File: src/rtl/serial_tx.sv
// serial_tx: UART-style frame serializer.
// Takes one DATA_W-bit word over a valid/ready handshake and sends it on a
// single line as start bit (0), data LSB-first, one stop bit (1). Each bit is
// held for CLKS_PER_BIT clocks. The line idles high.
module serial_tx #(
  parameter int DATA_W       = 8,
  parameter int CLKS_PER_BIT = 4
) (
  input  logic              clk,
  input  logic              rst,
  input  logic [DATA_W-1:0] tx_data,
  input  logic              tx_valid,
  output logic              tx_ready,
  output logic              tx_out,
  output logic              busy,
  output logic              done
);

  localparam int DIV_W = (CLKS_PER_BIT > 1) ? $clog2(CLKS_PER_BIT) : 1;
  localparam int BIT_W = (DATA_W > 1) ? $clog2(DATA_W) : 1;
  localparam logic [DIV_W-1:0] DIV_LAST = DIV_W'(CLKS_PER_BIT - 1);
  localparam logic [BIT_W-1:0] BIT_LAST = BIT_W'(DATA_W - 1);

  typedef enum logic [1:0] {
    IDLE,
    START,
    DATA,
    STOP
  } state_t;

  state_t            state, state_nx;
  logic [DATA_W-1:0] shift_reg, shift_nx;
  logic [DIV_W-1:0]  div_cnt, div_nx;
  logic [BIT_W-1:0]  bit_cnt, bit_nx;
  logic              tx_out_nx;
  logic              done_nx;
  logic              bit_end;

  // Handshake and status are pure decodes of the registered state.
  assign tx_ready = (state == IDLE);
  assign busy     = (state != IDLE);

  // State, datapath and registered line/done outputs.
  always_ff @(posedge clk) begin
    if (rst) begin
      state     <= IDLE;
      shift_reg <= '0;
      div_cnt   <= '0;
      bit_cnt   <= '0;
      tx_out    <= 1'b1;
      done      <= 1'b0;
    end else begin
      state     <= state_nx;
      shift_reg <= shift_nx;
      div_cnt   <= div_nx;
      bit_cnt   <= bit_nx;
      tx_out    <= tx_out_nx;
      done      <= done_nx;
    end
  end

  // Next-state, divider/bit counting and next line level.
  always_comb begin
    state_nx  = state;
    shift_nx  = shift_reg;
    div_nx    = div_cnt;
    bit_nx    = bit_cnt;
    done_nx   = 1'b0;
    tx_out_nx = 1'b1;
    bit_end   = (div_cnt == DIV_LAST);

    unique case (state)
      IDLE: begin
        if (tx_valid) begin
          state_nx = START;
          shift_nx = tx_data;
          div_nx   = '0;
          bit_nx   = '0;
        end
      end
      START: begin
        div_nx = bit_end ? '0 : div_cnt + 1'b1;
        if (bit_end) begin
          state_nx = DATA;
        end
      end
      DATA: begin
        div_nx = bit_end ? '0 : div_cnt + 1'b1;
        if (bit_end) begin
          shift_nx = shift_reg >> 1;
          // Counter is parked at zero after the last bit instead of being
          // incremented, so it never wraps when DATA_W is a power of two.
          if (bit_cnt == BIT_LAST) begin
            state_nx = STOP;
            bit_nx   = '0;
          end else begin
            bit_nx = bit_cnt + 1'b1;
          end
        end
      end
      STOP: begin
        div_nx = bit_end ? '0 : div_cnt + 1'b1;
        if (bit_end) begin
          state_nx = IDLE;
          done_nx  = 1'b1;
        end
      end
      default: state_nx = IDLE;
    endcase

    // Line level is decoded from the upcoming state so tx_out can be a flop.
    unique case (state_nx)
      START:   tx_out_nx = 1'b0;
      DATA:    tx_out_nx = shift_nx[0];
      default: tx_out_nx = 1'b1;
    endcase
  end

endmodule

File: config.mk
export PLATFORM = sky130hd
export DESIGN_NAME = serial_tx
export DESIGN_NICKNAME = d
export VERILOG_FILES = /design/src/rtl/serial_tx.sv
export SDC_FILE = /design/constraint.sdc
export NUM_CORES = 1
export LEC_CHECK = 0
export CAP_MARGIN = 20
export CORE_ASPECT_RATIO = 1.2
export CORE_UTILIZATION = 26
export CTS_CLUSTER_SIZE = 16
export DETAILED_ROUTE_END_ITERATION = 8
export SLEW_MARGIN = 40
export SYNTH_ARGS = -nofsm -noshare
export SYNTH_HDL_FRONTEND = slang
export SYNTH_SLANG_ARGS = --single-unit
File: constraint.sdc
create_clock -name clk -period 2 [get_ports clk]
set_input_delay 0.4 -clock clk [delete_from_list [all_inputs] [get_ports clk]]
set_output_delay 0.4 -clock clk [all_outputs]
set_load 0.005 [all_outputs]
==> results of run 1 <==
## kinds of logic (layout without fill, tap and decap cells)
group | Yosys count | in the layout | share of synthesized area [%]
compound gates | 24 | 24 | 19.6
flops | 17 | 17 | 43.8
xor+xnor | 1 | 1 | 1.13
buf+inv | 8 | 27 | 4.35
fa+ha+maj | 3 | 3 | 4.83
simple gates | 37 | 37 | 26.2
## cell type report
| cell class | count | area (sq um) |
|---|---|---|
| well taps | 34 | 42.5 |
| multi-input cells | 65 | 403 |
| clock buffers | 3 | 22.5 |
| repair buffers | 22 | 200 |
| flip-flops and latches | 17 | 340 |
| clock inverters | 1 | 5.00 |
| fillers | 302 | 1790 |
| inverters | 1 | 3.75 |
## worst max-delay path, stage by stage, from the launching register on
cell and delay, ns:
dfxtp_1 0.32, nor2_1 0.24, clkdlybuf4s50_1 0.56
## metal layers
metal / vias up / track usage [%]
met5: - / 0
met4: 0 / 3.47
met3: 2 / 2.92
met2: 12 / 16.5
met1: 309 / 13.4
li1: 363 / -
## worst max-delay path by stage
stage,to,depth (start not counted)
global route,busy,3
global placement,bit_cnt[0],5
detailed placement,bit_cnt[0],5
finish,tx_ready,2
CTS,tx_ready,2
floorplan,bit_cnt[0],7
## report_power, final
| part | leakage [nW] | switching [mW] | internal (mW) |
|---|---|---|---|
| Clock | 0.0177 | 0.109 | 0.0743 |
| Sequential | 0.139 | 0.00735 | 0.354 |
| Combinational | 0.241 | 0.0413 | 0.0540 |
## per-stage QoR
stage	setup WS (ns)	area, sq um	hold WS [ns]	utilization, %
global route	0.103	1020	0.479	36.2
detailed placement	0.179	990	0.445	35.2
finish	0.192	1020	0.458	36.2
CTS	0.161	1020	0.460	36.2
global placement	0.212	990	0.441	35.2
floorplan	0.403	777	0.436	-
## cell usage in the layout (no fill, tap or decap), types with 3 or more instances in the layout
cell	n
ha_1	3
nor3_1	3
a22oi_1	9
clkdlybuf4s50_1	14
nand2_1	12
buf_4	8
a21oi_1	11
nor2b_1	4
nor2_1	8
clkbuf_4	3
dfxtp_1	17
==> impl_results.md, run 1 <==
- EDFF count, synth: 0
- Met3 routed WL: 45 um
- Synth Net Count: roughly 100
- Worst Hold Class: register to register
- Setup violations, final: 0
- Async set or reset register ratio after synthesis: 0%
- Synth top area share: a little over two fifths
- Crit path from: state[1]
- CP Class: register to output port
- First-pass GRT wire length: 2.46 mm
- Synth area leaders: dfxtp_1, a22oi_1, a21oi_1, nand2_1, ha_1
- Largest register FFs: 8
- Outcome: finished clean
- Placed Instances: approximately 140
- Vias after detailed routing: ~690
- Die ar.: 3210 sq um
- Die W: roughly 52 um
- Share of cells above drive strength 1: 12.8%
- DR WL met2: between 700 and 800 um
- Arrival time at the worst endpoint: 1.41 ns
- Critical R2R Capture: bit_cnt[0]
- Main synth FF type: dfxtp_1
- Period utilization: ~90%
- Routed len/inst: 10.9 um
- Via density: about 4.8
- Total GRT Usage: about a tenth
- Max Root-Sink Buffers: 2
- FF-to-FF setup slack: around 0.53 ns
- Vias in the first global route: between 500 and 600
- Layout area overhead: 30.9%
- Synth Instances: 90
- Critical Path Start Type: register
- Static leakage power: between 0.3 and 0.4 nW
- Pwr Total: roughly 640 uW
- Most common cell in the netlist: dfxtp_1
- Num CTS Buffers: 3
- CTS-repair resized insts: 0
- Slew Viols, Final: 0
- YS warnings: 0
- Peak Freq: 0.553 GHz
- Peak supply drop: around 0.34 mV
- Max-Cap Viols: 0
- Later-pin clock latency in the skew report: between 0.2 and 0.3 ns
- Cell variety after synth: 26
- RR Startpoint: state[1]
- Antenna cell count: 0
- Number of port buffers: 14
- Worst R2R Path Depth: 5
- Pwr Density: between 600 and 700 nW/um^2
- Initial antenna violation count: 0
- Crit-path max FO: 4
- Clock skew: between 0.007 and 0.008 ns
- DR top layer: met4
- CP endpoint kind: output port
- Worst-path clk slew: about 0.1 ns
- Fin. Hold Viols: 0
- Residual DRC: 0
- Max_slew headroom: between 60 and 70%
- Worst Hold Path Cells: 2
- Synth cell count leaders: dfxtp_1, nand2_1, a21oi_1
- Area leader, netlist: dfxtp_1
- Worst Hold Endpoint: shift_reg[5]
- Clock tree sinks: 17
- Synth Register Bits: 17
- CP required: 1.60 ns
- Post-Syn Area: roughly 780 sq um
- Final min period: roughly 1.8 ns
- TritonCTS clock tree: yes
- Post-CTS Setup Bufs: 0
- # IOs: 15
- Nets@finish: about 120
- RD Place Congestion: 0.686
- M1 WL: around 770 um
- Core ar.: 2810 sq um
- Final HPWL DP: approximately 1.1 mm
- Post-route setup TNS: 0 ns
- Min-delay src: shift_reg[5]
- Initial Util: 27.6%
- Grt ovf: 0
- Die height: between 60 and 70 um
- Post-cts hold buffer count: 0
- Pre-antenna DRT Iters: 4
- Slew @ Worst Pin: about 0.5 ns
- CTS Root Cell: clkbuf_4
- Std cell rows: 21
- RSZ-0062 raised after global routing: false
- Initial DRC count: 13
- Register area share after synthesis: a little over two fifths
- Post-Syn Area per Cell: roughly 8.6 sq um
- Post-DRT Antenna Nets: 0
- Largest net degree at the start of global routing: 15
- Post-Route WL: 1.56 mm
- Fin cells: 143
- # H-tree levels: 1
Note: power is estimated with default switching activity, not from simulation.
==> inputs of run 2 (changes only) <==
- CTS_CLUSTER_SIZE: 16 -> unset
==> results of run 2 <==
Same layout as run 1: the final DEF is identical, and so are final timing and power.
